`config.mk`:
```
export PLATFORM = sky130hd
export DESIGN_NAME = uart_rx_flat
export DESIGN_NICKNAME = d
export VERILOG_FILES = /design/src/rtl/uart_rx_if.sv /design/src/rtl/uart_rx.sv /design/src/flat_wrapper.sv
export SDC_FILE = /design/constraint.sdc
export NUM_CORES = 1
export LEC_CHECK = 0
export BUFFER_PORTS_ARGS = -buffer_cell sky130_fd_sc_hd__buf_2
export CAP_MARGIN = 20
export CORE_MARGIN = 3
export CORE_UTILIZATION = 29
export DETAILED_ROUTE_END_ITERATION = 16
export GPL_ROUTABILITY_DRIVEN = 0
export RECOVER_POWER = 100
export SETUP_SLACK_MARGIN = 0.05
export SLEW_MARGIN = 15
export SYNTH_ARGS = -nofsm -noshare
export SYNTH_HDL_FRONTEND = slang
export SYNTH_SLANG_ARGS = --single-unit
```
`constraint.sdc`:
```
create_clock -name clk -period 2.25 [get_ports clk]
set_input_delay 0.1125 -clock clk [delete_from_list [all_inputs] [get_ports clk]]
set_output_delay 0.1125 -clock clk [all_outputs]
set_load 0.02 [all_outputs]
```
`src/rtl/uart_rx_if.sv`:
```
// Serial receive bus: the raw line and baud-generator handshake going in,
// the received word and its status strobes coming out.
interface uart_rx_if #(
  parameter int DATA_WIDTH = 8
);
  logic                  rs232_rx;
  logic                  bps_clk;
  logic                  bps_en;
  logic [DATA_WIDTH-1:0] rx_data;
  logic                  rx_done;
  logic                  rx_err;

  // Environment side: drives the line and the baud tick, observes results.
  modport master (
    output rs232_rx,
    output bps_clk,
    input  bps_en,
    input  rx_data,
    input  rx_done,
    input  rx_err
  );

  // Receiver side.
  modport slave (
    input  rs232_rx,
    input  bps_clk,
    output bps_en,
    output rx_data,
    output rx_done,
    output rx_err
  );
endinterface

```
`src/rtl/uart_rx.sv`:
```
// UART receiver: synchronizes the serial line, detects the start edge,
// requests mid-bit ticks from an external baud generator and assembles
// an LSB-first frame of DATA_WIDTH data bits followed by one stop bit.
module uart_rx #(
  parameter int DATA_WIDTH = 8
) (
  input  logic     clk,
  input  logic     rst,
  uart_rx_if.slave bus
);

  localparam int CNT_W = $clog2(DATA_WIDTH + 2);
  localparam logic [CNT_W-1:0] LAST_DATA = CNT_W'(DATA_WIDTH);

  typedef enum logic {
    IDLE,
    RECV
  } state_t;

  logic rx_p0;
  logic rx_p1;
  logic rx_p2;
  logic fall;

  state_t                state;
  state_t                state_next;
  logic                  bps_en;
  logic                  bps_en_next;
  logic [CNT_W-1:0]      bit_cnt;
  logic [CNT_W-1:0]      bit_cnt_next;
  logic [DATA_WIDTH-1:0] shift;
  logic [DATA_WIDTH-1:0] shift_next;
  logic [DATA_WIDTH-1:0] rx_data;
  logic [DATA_WIDTH-1:0] rx_data_next;
  logic                  rx_done;
  logic                  rx_done_next;
  logic                  rx_err;
  logic                  rx_err_next;

  // Two-flop synchronizer (p0, p1) plus a history flop (p2) for edge detection.
  always_ff @(posedge clk or posedge rst) begin
    if (rst) begin
      rx_p0 <= 1'b1;
      rx_p1 <= 1'b1;
      rx_p2 <= 1'b1;
    end else begin
      rx_p0 <= bus.rs232_rx;
      rx_p1 <= rx_p0;
      rx_p2 <= rx_p1;
    end
  end

  // Start-of-frame candidate: previous synchronized sample high, current low.
  assign fall = rx_p2 & ~rx_p1;

  // State, counter, shift register and registered outputs.
  always_ff @(posedge clk or posedge rst) begin
    if (rst) begin
      state   <= IDLE;
      bps_en  <= 1'b0;
      bit_cnt <= '0;
      shift   <= '0;
      rx_data <= '0;
      rx_done <= 1'b0;
      rx_err  <= 1'b0;
    end else begin
      state   <= state_next;
      bps_en  <= bps_en_next;
      bit_cnt <= bit_cnt_next;
      shift   <= shift_next;
      rx_data <= rx_data_next;
      rx_done <= rx_done_next;
      rx_err  <= rx_err_next;
    end
  end

  // Frame sequencing: tick 0 validates the start bit, ticks 1..DATA_WIDTH
  // shift data in LSB first, the final tick checks the stop bit.
  always_comb begin
    state_next   = state;
    bps_en_next  = bps_en;
    bit_cnt_next = bit_cnt;
    shift_next   = shift;
    rx_data_next = rx_data;
    rx_done_next = 1'b0;
    rx_err_next  = 1'b0;
    unique case (state)
      IDLE: begin
        // Baud ticks are ignored here; only a falling edge starts a frame.
        if (fall) begin
          state_next   = RECV;
          bps_en_next  = 1'b1;
          bit_cnt_next = '0;
        end
      end
      RECV: begin
        // Falling edges inside the frame are data transitions, not starts.
        if (bus.bps_clk) begin
          if (bit_cnt == '0) begin
            if (rx_p1) begin
              // Line was high at mid start bit: treat as a glitch.
              state_next   = IDLE;
              bps_en_next  = 1'b0;
              bit_cnt_next = '0;
            end else begin
              bit_cnt_next = bit_cnt + CNT_W'(1);
            end
          end else if (bit_cnt <= LAST_DATA) begin
            shift_next   = {rx_p1, shift[DATA_WIDTH-1:1]};
            bit_cnt_next = bit_cnt + CNT_W'(1);
          end else begin
            state_next   = IDLE;
            bps_en_next  = 1'b0;
            bit_cnt_next = '0;
            if (rx_p1) begin
              rx_data_next = shift;
              rx_done_next = 1'b1;
            end else begin
              rx_err_next = 1'b1;
            end
          end
        end
      end
      default: begin
        state_next  = IDLE;
        bps_en_next = 1'b0;
      end
    endcase
  end

  assign bus.bps_en  = bps_en;
  assign bus.rx_data = rx_data;
  assign bus.rx_done = rx_done;
  assign bus.rx_err  = rx_err;

endmodule

```
`src/flat_wrapper.sv`:
```
// flat-port wrapper written by rule: the top's interface ports become plain ports
module uart_rx_flat 
#(
  parameter int DATA_WIDTH = 8
)
  (clk, rst, bus_rs232_rx, bus_bps_clk, bus_bps_en, bus_rx_data, bus_rx_done, bus_rx_err);
  uart_rx_if #(.DATA_WIDTH(DATA_WIDTH)) bus_i ();
  input  logic clk;
  input  logic rst;
  input wire logic [$bits(bus_i.rs232_rx)-1:0] bus_rs232_rx;
  input wire logic [$bits(bus_i.bps_clk)-1:0] bus_bps_clk;
  output wire logic [$bits(bus_i.bps_en)-1:0] bus_bps_en;
  output wire logic [$bits(bus_i.rx_data)-1:0] bus_rx_data;
  output wire logic [$bits(bus_i.rx_done)-1:0] bus_rx_done;
  output wire logic [$bits(bus_i.rx_err)-1:0] bus_rx_err;
  assign bus_i.rs232_rx = bus_rs232_rx;
  assign bus_i.bps_clk = bus_bps_clk;
  assign bus_bps_en = bus_i.bps_en;
  assign bus_rx_data = bus_i.rx_data;
  assign bus_rx_done = bus_i.rx_done;
  assign bus_rx_err = bus_i.rx_err;
  uart_rx #(.DATA_WIDTH(DATA_WIDTH)) u_core (.clk(clk), .rst(rst), .bus(bus_i));
endmodule
```
==> key figures, run 1 <==
Clock tree
  – H-tree levels: 1
  – Clk buf depth: 2
  – CTS Buf Count: 3
  – Worst skew pair latency: between 0.2 and 0.3 ns
  – CTS tree: done
  – Reg clk slew, reported paths: 0.09 ns
  – Root cell of the clock tree: clkbuf_8
  – CTS Sinks: 27

Die
  – Die height: 67.9 um
  – Ports: 15
  – Core ar.: ~3500 um2
  – Cell row count: 21
  – Die ar.: 4600 um2
  – Initial Utilization: 31.5%
  – Die Wd: 67.9 um

Worst setup path
  – Crit end category: flop
  – Startpoint Class: flop
  – RR Startpoint: u_core.bit_cnt[0]$_DFFE_PP0P_
  – Number of cells on the critical path: 6
  – Worst-path fanout max: 8
  – Largest stage delay on the critical path: 0.42 ns
  – Worst R2R Path Depth: 6
  – Crit path capture: u_core.shift[7]$_DFFE_PP0P_
  – Critical Path RT: between 2 and 2.5 ns
  – R2r setup slk: 0.52 ns
  – Worst setup path class: reg -> reg
  – Worst Setup SP: u_core.bit_cnt[0]$_DFFE_PP0P_
  – RR Endpoint: u_core.shift[7]$_DFFE_PP0P_
  – Buf+Inv Stages, Crit Path: 1
  – Largest delay share family, worst path: simple AND/OR/NAND/NOR gates
  – CP max stage cell: dfrtp_1
  – WP data arrival: approximately 1.9 ns
  – Worst path cell trace: inv_1 -> ha_1 -> nand2b_1 -> xor2_2 -> nand2_1 -> mux2_2

Global route
  – Met1 Track Usage GR: about 11%
  – Vias in the first global route: around 660
  – Antenna violations before repair: 0
  – Largest net degree at the start of global routing: 27
  – Overflow after GRT: 0
  – Gr busiest metal: met2
  – Met2 Use GR: about 14%
  – Met3 usage in global routing: roughly 1.5%
  – Gr usage total: 8.94%
  – First-pass GRT wire length: 3.04 mm

Yosys
  – Synth area leaders: dfrtp_1 (54%), mux2_2 (17%), dfstp_2 (7.1%), ha_1 (2.3%), inv_1 (1.7%)
  – Synth Instances: 78
  – Largest family of logic cells by synthesized area: multiplexers
  – Mapped Area: 1110 um2
  – Syn_area_per_cell: 14.2 um2
  – Sequential area share after synthesis: roughly 61%
  – Area leader, netlist: dfrtp_1
  – Area share of the largest cell type after synthesis: roughly 54%
  – Synth unique cells: 25
  – Synth Area in Adders: ~2.3%
  – Net count after synthesis: between 80 and 90
  – Synth Area in Compound Gates: 5.86%
  – Syn. warnings: 0
  – Xor and xnor fraction of the mapped netlist area: under 10%
  – Mux contribution to synthesized area: 17.2%
  – FF+latch count, synth: 27
  – Simple-Gate Fraction of Synth Area: under 10%

Power and ir drop
  – Internal Power: ~0.90 mW
  – Combinational share of power: approximately a quarter
  – Clock share of power: about a fifth
  – Leakage power: 0.618 nW
  – Worst vdd ir: 0.310 mV
  – Power per standard cell area: around 1000 nW/um2
  – Sw frac: 31.1%
  – Seq pwr share: a little over half
  – Net Sw Power: between 0.4 and 0.5 mW
  – Pwr Total: approximately 1.3 mW

Timing
  – Final min period: approximately 1.7 ns
  – TNS Setup: 0 ns
  – Tcrit/Tclk final: between 70% and 80%
  – Clk_skew: between 0.002 and 0.0025 ns
  – F_max: roughly 0.58 GHz
  – Worst Tran Pin Value: 1.07 ns
  – Slew Limit Fails: 0
  – Worst slew margin: roughly 28%
  – # setup viols final: 0
  – RSZ-0062 raised after global routing: no
  – Final Hold Fails: 0

Detailed routing
  – First-pass DRT Iterations: 4
  – WL per Instance: ~12 um
  – Drc violations: 0
  – DRT Wirelength: 1.71 mm
  – Antenna Nets Post-Route: 0
  – Initial DRC count: 17
  – Via density: 4.46
  – Total number of vias: ~650

Final layout
  – Final #Nets: around 110
  – Commonest non-fill, non-tap cell in the layout: dfrtp_1
  – Most frequent cells in the layout: dfrtp_1 (24), mux2_2 (17), clkbuf_1 (13)
  – Area Growth Syn to Fin: 14.9%
  – Diode count: 0
  – Share of cells above drive strength 1: 30.3%
  – Design area: 1270 um2

Place
  – Port buffer count: 14
  – Post-DP Area: 1240 um2

Outcome
  – Status: finished, final reports clean

Min path
  – Worst hold path class: in -> reg

Flow run
  – Max-Cap Viols: 0
## worst min path at each step
stage | start | endpoint | slack (ns) | depth (start not counted)
floorplan | bus_rs232_rx | u_core.rx_p0$_DFF_PP1_ | 0.12 | 0
detailed placement | bus_rs232_rx | u_core.rx_p0$_DFF_PP1_ | 0.22 | 1
global route | bus_bps_clk | u_core.bus.bps_en$_DFFE_PP0P_ | 0.19 | 3
CTS | rst | u_core.shift[4]$_DFFE_PP0P_ | 0.07 | 2
finish | bus_bps_clk | u_core.bus.bps_en$_DFFE_PP0P_ | 0.16 | 3
global placement | bus_rs232_rx | u_core.rx_p0$_DFF_PP1_ | 0.22 | 1
## final cells by class
class	count	area (um2)
tap	46	57.6
multi-input combinational	45	389
inverter	5	18.8
sequential	27	679
timing repair buffer	18	83.8
clock inverter	1	5.00
fill	364	2250
clock buffer	3	41.3
## state kept, by name, indices dropped and copies added, names as in the netlist
| name | flops |
|---|---|
| u_core.bus.rx_err | 1 |
| u_core.bus.bps_en | 1 |
| u_core.bus.rx_done | 1 |
| u_core.rx_p2 | 1 |
| u_core.rx_p0 | 1 |
| u_core.bit_cnt | 4 |
| u_core.shift | 8 |
| u_core.rx_p1 | 1 |
| u_core.state | 1 |
| u_core.bus.rx_data | 8 |
## metal layers
| metal | share of wire, % | up-vias |
|---|---|---|
| met5 | 0 | - |
| met3 | 3.0 | 4 |
| li1 | - | 313 |
| met2 | 49 | 11 |
| met4 | 2.6 | 0 |
| met1 | 45 | 318 |
## through the flow
step,cells,util (%),setup slack (ns),hold slack [ns]
after CTS,143,36.7,0.659,0.0747
after floorplan,78,-,0.780,0.117
after detailed placement,138,35.1,0.678,0.219
after global routing,145,36.2,0.391,0.188
final,145,36.2,0.524,0.162
after global placement,138,35.1,0.698,0.220
## power by group through the flow
stage	Combinational [mW]	Sequential (mW)	Clock (mW)
after floorplan	0.303	0.685	0
after global placement	0.365	0.689	0
after detailed placement	0.377	0.694	0
after CTS	0.381	0.688	0.283
after global routing	0.388	0.703	0.304
final	0.341	0.685	0.273
## synthesized netlist by cell type
cell type	number
nand2_1	5
dfstp_2	3
ha_1	2
o21ai_1	1
a211oi_2	1
buf_4	1
nor2_1	2
inv_1	5
nand2b_4	1
nor4b_1	1
nor3b_1	1
and4bb_2	1
mux2_2	17
nand2_2	1
a21o_1	2
o21ai_0	1
nand3_1	1
xor2_2	1
a21oi_1	2
and2_2	1
and3_1	1
a22o_1	1
o2bb2ai_1	1
nand4_2	1
dfrtp_1	24
## what timing repair did
item / CTS / global route
hold buffers: 1 / 1
resized for setup: 0 / 0
endpoints found under the hold margin: 1 / 5
buffers inserted: 0 / 0
## worst reg2reg max path, stage by stage, from the launching register on
cell      delay [ns]
dfrtp_1         0.42
inv_1           0.07
ha_1            0.15
nand2b_1        0.15
xor2_2          0.18
nand2_1         0.27
mux2_2          0.38
## cell families (layout without fill, tap and decap cells)
logic type / after synthesis / after routing
compound gates: 9 / 9
xor+xnor: 1 / 1
fa+ha+maj: 2 / 2
buf+inv: 6 / 27
flops: 27 / 27
mux: 17 / 17
simple gates: 16 / 16
Power figures use the tool's default switching activity.
==> run 2: changes to the inputs <==
- clock period: 2.25 -> 1.6 ns (I/O delays scaled with it)
==> run 2 against run 1 <==
Against the previous run: first-iteration DRC count grew 29%; sequential share of layout area shrank 2.5 points; clock power grew 42%; via count grew 2.5%; total power grew 54%; critical path depth is the same; count of clock-buffer cells in the layout is the same; worst hold slack lost 0.051 ns; sequential cell count is the same; non-clock buffer count grew 3; worst setup slack lost 0.41 ns; largest cell class unchanged.
==> key figures, run 2 (same netlist as run 1, synthesis figures left out) <==
Place
  – Post-DP Area: roughly 1300 um2
  – Worst slack at placement: around 0.042 ns
  – Port buffer count: 14
  – Cells after DPL: roughly 140
  – Dpl hpwl: approximately 1.3 mm

Clock tree
  – CTS tree: done
  – Clk buf depth: 2
  – Reg clk slew, reported paths: 0.09 ns
  – H-tree levels: 1
  – Worst skew pair latency: 0.27 ns
  – CTS Buf Count: 3
  – CTS Sinks: 27
  – Root cell of the clock tree: clkbuf_8

Timing
  – # setup viols final: 0
  – Clk_skew: ~0.0051 ns
  – Final Hold Fails: 0
  – F_max: just under 0.7 GHz
  – Setup ws final: 0.119 ns
  – Tcrit/Tclk final: roughly 93%
  – Hold Slack: 0.111 ns
  – Slew Limit Fails: 0
  – TNS Setup: 0 ns
  – RSZ-0062 raised after global routing: no
  – Worst Tran Pin Value: between 0.4 and 0.5 ns
  – Final min period: about 1.5 ns
  – Worst slew margin: 69.6%

Die
  – Cell row count: 21
  – Ports: 15
  – Die Wd: between 60 and 70 um
  – Core ar.: 3520 um2
  – Die ar.: approximately 4600 um2
  – Initial Utilization: between 30% and 40%
  – Die height: between 60 and 70 um

Worst setup path
  – Worst setup path class: reg -> reg
  – R2r setup slk: between 0.1 and 0.15 ns
  – Worst-path fanout max: 8
  – Startpoint Class: flop
  – Worst R2R Path Depth: 6
  – RR Endpoint: u_core.shift[2]$_DFFE_PP0P_
  – Critical Path RT: 1.76 ns
  – WP data arrival: around 1.6 ns
  – Crit end category: flop
  – RR Startpoint: u_core.bit_cnt[0]$_DFFE_PP0P_

Final layout
  – Design area: approximately 1300 um2
  – Final #Nets: about 110
  – Share of cells above drive strength 1: a little under two fifths
  – Commonest non-fill, non-tap cell in the layout: dfrtp_1
  – Most frequent cells in the layout: dfrtp_1 (23), mux2_2 (17), clkbuf_1 (13)
  – Fillers: 352
  – Non-filler instance count after layout: between 100 and 150
  – Multi-input gate area: roughly 430 um2
  – Diode count: 0
  – Reg area: slightly below 700 um2
  – Biggest registers after layout: u_core.bus.rx_data (8), u_core.shift (8), u_core.bit_cnt (4)
  – Area Growth Syn to Fin: 20.7%
  – Post-layout util: between 30% and 40%

Power and ir drop
  – Combinational share of power: 32.7%
  – Pwr Total: roughly 2 mW
  – Sw frac: about a third
  – Leakage power: 0.645 nW
  – Clock share of power: between 10% and 20%
  – Power per standard cell area: between 1000 and 1500 nW/um2
  – Net Sw Power: about 0.65 mW
  – Seq pwr share: 47.9%
  – Internal Power: roughly 1.4 mW
  – Worst vdd ir: about 0.47 mV

Global route
  – First-pass GRT wire length: 3.06 mm
  – Overflow after GRT: 0
  – Vias in the first global route: 670
  – Antenna violations before repair: 0
  – Largest net degree at the start of global routing: 16
  – Gr usage total: 9.01%

Detailed routing
  – WL per Instance: about 13 um
  – Total number of vias: ~660
  – DRT Wirelength: between 1.5 and 2 mm
  – Initial DRC count: 22
  – Antenna Nets Post-Route: 0
  – Via density: 4.47
  – First-pass DRT Iterations: 4
  – Drc violations: 0

Outcome
  – Status: finished, final reports clean

Min path
  – Worst hold path class: in -> reg
  – Hold EP: u_core.bus.bps_en$_DFFE_PP0P_
  – Hold_sp: bus_bps_clk
  – Hold-critical path depth: 3

Flow run
  – Max-Cap Viols: 0
## run 2: critical path: stages (launching register included)
cell	delay, ns
dfrtp_1	0.39
inv_1	0.10
ha_4	0.15
nand2b_4	0.09
xor2_2	0.17
nand2_4	0.13
mux2_2	0.35
## run 2: metal layers
layer	global-route usage, %	vias to the layer above	part of all wire (%)
li1	-	315	-
met1	11.5	330	46
met2	14.5	12	49
met3	1.48	5	2.7
met4	5.21	0	2.6
met5	0	-	0
## run 2: area by class of cell
| class | instances | area share [%] |
|---|---|---|
| sequential | 27 | 50.8 |
| multi-input combinational | 45 | 32.1 |
| timing repair buffer | 21 | 7.94 |
| tap | 46 | 4.30 |
| clock buffer | 3 | 3.08 |
| inverter | 5 | 1.40 |
| clock inverter | 1 | 0.373 |
## run 2: worst max path at each step
stage / from / endpoint / cells after the start
6_report: u_core.bit_cnt[0]$_DFFE_PP0P_ / u_core.shift[2]$_DFFE_PP0P_ / 6
5_1_grt: u_core.rx_p1$_DFF_PP1_ / u_core.state$_DFF_PP0_ / 4
4_1_cts: u_core.bit_cnt[0]$_DFFE_PP0P_ / u_core.shift[6]$_DFFE_PP0P_ / 6
3_5_place_dp: u_core.bit_cnt[0]$_DFFE_PP0P_ / u_core.bus.rx_data[5]$_DFFE_PP0P_ / 5
3_3_place_gp: u_core.bit_cnt[0]$_DFFE_PP0P_ / u_core.bus.rx_data[5]$_DFFE_PP0P_ / 5
2_1_floorplan: u_core.bit_cnt[0]$_DFFE_PP0P_ / u_core.shift[0]$_DFFE_PP0P_ / 6
## run 2: repair_timing
| action | CTS | global route |
|---|---|---|
| gates resized for setup | 2 | 3 |
| pin swaps | 0 | 1 |
| hold buffers | 2 | 0 |
| setup buffers | 0 | 1 |
| endpoints found under the setup margin | 16 | 10 |
| hold endpoints to repair | 11 | 0 |
## run 2: power groups by stage
stage | clock network, mW | registers (mW) | logic [mW]
floorplan | 0 | 0.964 | 0.427
global placement | 0 | 0.962 | 0.559
detailed placement | 0 | 0.976 | 0.587
CTS | 0.403 | 0.962 | 0.618
global route | 0.424 | 0.982 | 0.724
finish | 0.387 | 0.959 | 0.655
==> run 3: changes to the inputs <==
- BUFFER_PORTS_ARGS: -buffer_cell sky130_fd_sc_hd__buf_2 -> default
- DONT_BUFFER_PORTS: default -> 1
==> run 3 against run 2 <==
Against the previous run: register-to-register slack about the same; wire length decreased by 13%; total power decreased by 3.1%; sequential power increased by 2.5%; first-iteration DRC count decreased by 50%; non-clock buffer count decreased by 15; sequential share of layout area increased by 2.3 points; fmax decreased by 0.39%; count of clock-buffer cells in the layout unchanged; cell count decreased by 10%.
==> key figures, run 3 (same netlist as run 1, synthesis figures left out) <==
Power and ir drop
  – Sw frac: 32.1%
  – Net Sw Power: a little over 0.6 mW
  – Leakage power: 0.614 nW
  – Clock share of power: 19.8%
  – Worst vdd ir: approximately 0.39 mV
  – Combinational share of power: just under 30%
  – Seq pwr share: between 50% and 60%
  – Internal Power: around 1.3 mW
  – Power per standard cell area: 1510 nW/um2
  – Pwr Total: approximately 1.9 mW

Detailed routing
  – WL per Instance: 12.3 um
  – Via density: 4.48
  – Total number of vias: approximately 600
  – First-pass DRT Iterations: 3
  – Drc violations: 0
  – Initial DRC count: 11
  – DRT Wirelength: roughly 1.6 mm
  – Antenna Nets Post-Route: 0

Flow run
  – Max-Cap Viols: 0

Clock tree
  – H-tree levels: 1
  – CTS tree: done
  – Worst skew pair latency: 0.27 ns
  – CTS Buf Count: 3
  – Root cell of the clock tree: clkbuf_8
  – # Post-CTS Setup Buffers: 0
  – Reg clk slew, reported paths: approximately 0.090 ns
  – CTS Sinks: 27
  – Clk buf depth: 2

Worst setup path
  – R2r setup slk: 0.11 ns
  – Worst setup path class: reg -> reg
  – Largest delay share family, worst path: flip-flops
  – Crit end category: flop
  – Worst R2R Path Depth: 6
  – CP max stage cell: dfrtp_1
  – Number of cells on the critical path: 6
  – Worst-path fanout max: 8
  – Largest stage delay on the critical path: around 0.38 ns
  – WP data arrival: 1.65 ns
  – RR Startpoint: u_core.bit_cnt[0]$_DFFE_PP0P_
  – Critical Path RT: 1.77 ns
  – Buf+Inv Stages, Crit Path: 1
  – RR Endpoint: u_core.shift[7]$_DFFE_PP0P_
  – Startpoint Class: flop
  – Worst path cell trace: inv_1 -> ha_2 -> nand2b_4 -> xor2_2 -> nand2_4 -> mux2_2

Die
  – Initial Utilization: a little under a third
  – Die Wd: 67.9 um
  – Cell row count: 21
  – Die ar.: around 4600 um2
  – Core ar.: about 3500 um2
  – Ports: 15
  – Die height: approximately 68 um

Place
  – Port buffer count: 0
  – Dpl hpwl: around 1.3 mm
  – Worst slack at placement: 0.0472 ns
  – Cells after DPL: about 130

Min path
  – Hold_sp: bus_bps_clk
  – Worst hold path class: in -> reg
  – Hold EP: u_core.bit_cnt[3]$_DFFE_PP0P_
  – Hold-critical path depth: 4

Outcome
  – Status: finished, final reports clean

Global route
  – Gr usage total: 8.53%
  – Overflow after GRT: 0
  – Gr busiest metal: met2
  – Met3 usage in global routing: ~2.0%
  – Vias in the first global route: 620
  – Met1 Track Usage GR: a little over a tenth
  – Antenna violations before repair: 0
  – Largest net degree at the start of global routing: 17
  – Met2 Use GR: 13.6%
  – First-pass GRT wire length: 2.90 mm

Final layout
  – Final #Nets: 94
  – Share of cells above drive strength 1: 37.9%
  – Most frequent cells in the layout: dfrtp_1 (23), mux2_2 (17), nand2_1 (5), inv_1 (5)
  – Commonest non-fill, non-tap cell in the layout: dfrtp_1
  – Non-filler instance count after layout: approximately 130
  – Fillers: between 300 and 400
  – Area Growth Syn to Fin: 15.6%
  – Biggest registers after layout: u_core.bus.rx_data (8), u_core.shift (8), u_core.bit_cnt (4)
  – Diode count: 0

Timing
  – # setup viols final: 0
  – Setup ws final: between 0.1 and 0.15 ns
  – RSZ-0062 raised after global routing: yes
  – Hold Slack: 0.129 ns
  – Tcrit/Tclk final: between 90% and 100%
  – F_max: just under 0.7 GHz
  – Final min period: around 1.5 ns
  – Slew Limit Fails: 0
  – Clk_skew: between 0.004 and 0.005 ns
  – Final Hold Fails: 0
  – TNS Setup: 0 ns
  – Worst Tran Pin Value: 0.601 ns
  – Worst slew margin: around three fifths
==> run 3: cell types whose count changed in the layout (fill, tap and decap cells not counted) <==
cell,change
and4bb_2,-1
ha_4,-1
buf_4,-1
clkbuf_1,-12
buf_2,-3
a211oi_2,-1
clkinv_2,-1
clkinvlp_4,+1
ha_2,+1
a211oi_4,+1
dlygate4sd3_1,+1
and4bb_1,+1
==> run 3: worst max-delay path by stage <==
stage                                              from                                 to  slack (ns)
after global routing      u_core.bit_cnt[0]$_DFFE_PP0P_        u_core.shift[2]$_DFFE_PP0P_        0.04
final                     u_core.bit_cnt[0]$_DFFE_PP0P_        u_core.shift[7]$_DFFE_PP0P_        0.11
after global placement    u_core.bit_cnt[0]$_DFFE_PP0P_        u_core.shift[5]$_DFFE_PP0P_        0.08
after CTS                 u_core.bit_cnt[0]$_DFFE_PP0P_  u_core.bus.rx_data[7]$_DFFE_PP0P_        0.08
after floorplan           u_core.bit_cnt[0]$_DFFE_PP0P_        u_core.shift[0]$_DFFE_PP0P_        0.13
after detailed placement  u_core.bit_cnt[0]$_DFFE_PP0P_        u_core.shift[4]$_DFFE_PP0P_        0.05
==> run 3: what timing repair did <==
item | CTS | global route
gates resized for setup | 1 | 4
pin swaps | 0 | 1
hold buffers | 3 | 0
endpoints found under the hold margin | 15 | 0
setup endpoints to repair | 8 | 18
==> run 3: worst register-to-register path: stages (launching register included) <==
cell	delay (ns)
dfrtp_1	0.38
inv_1	0.06
ha_2	0.20
nand2b_4	0.10
xor2_2	0.17
nand2_4	0.13
mux2_2	0.35
==> run 3: through the flow <==
step / utilization, % / instance area, um2
6_report: 36.4 / 1280
5_1_grt: 36.4 / 1280
4_1_cts: 36.0 / 1270
3_5_place_dp: 33.6 / 1180
3_3_place_gp: 33.6 / 1180
2_1_floorplan: - / 1110
==> run 3: power by group through the flow <==
stage | Combinational [mW] | Clock [mW] | Sequential, mW
final | 0.572 | 0.385 | 0.983
after global routing | 0.643 | 0.428 | 1.02
after CTS | 0.552 | 0.405 | 0.985
after detailed placement | 0.533 | 0 | 0.997
after global placement | 0.513 | 0 | 0.989
after floorplan | 0.427 | 0 | 0.964
==> run 3: layout make-up <==
cell class	count	area, um2	share of cell area (%)
clock buffer	3	41.3	3.22
clock inverter	1	7.51	0.585
inverter	5	18.8	1.46
multi-input combinational	45	428	33.4
sequential	27	681	53.1
tap	46	57.6	4.49
timing repair buffer	6	48.8	3.80
==> run 3: per-layer routing <==
| layer | wire length (um) | part of all wire, % |
|---|---|---|
| met1 | 685 | 42 |
| met3 | 77 | 4.7 |
| met2 | 831 | 51 |
| met5 | 0 | 0 |
| met4 | 40 | 2.4 |
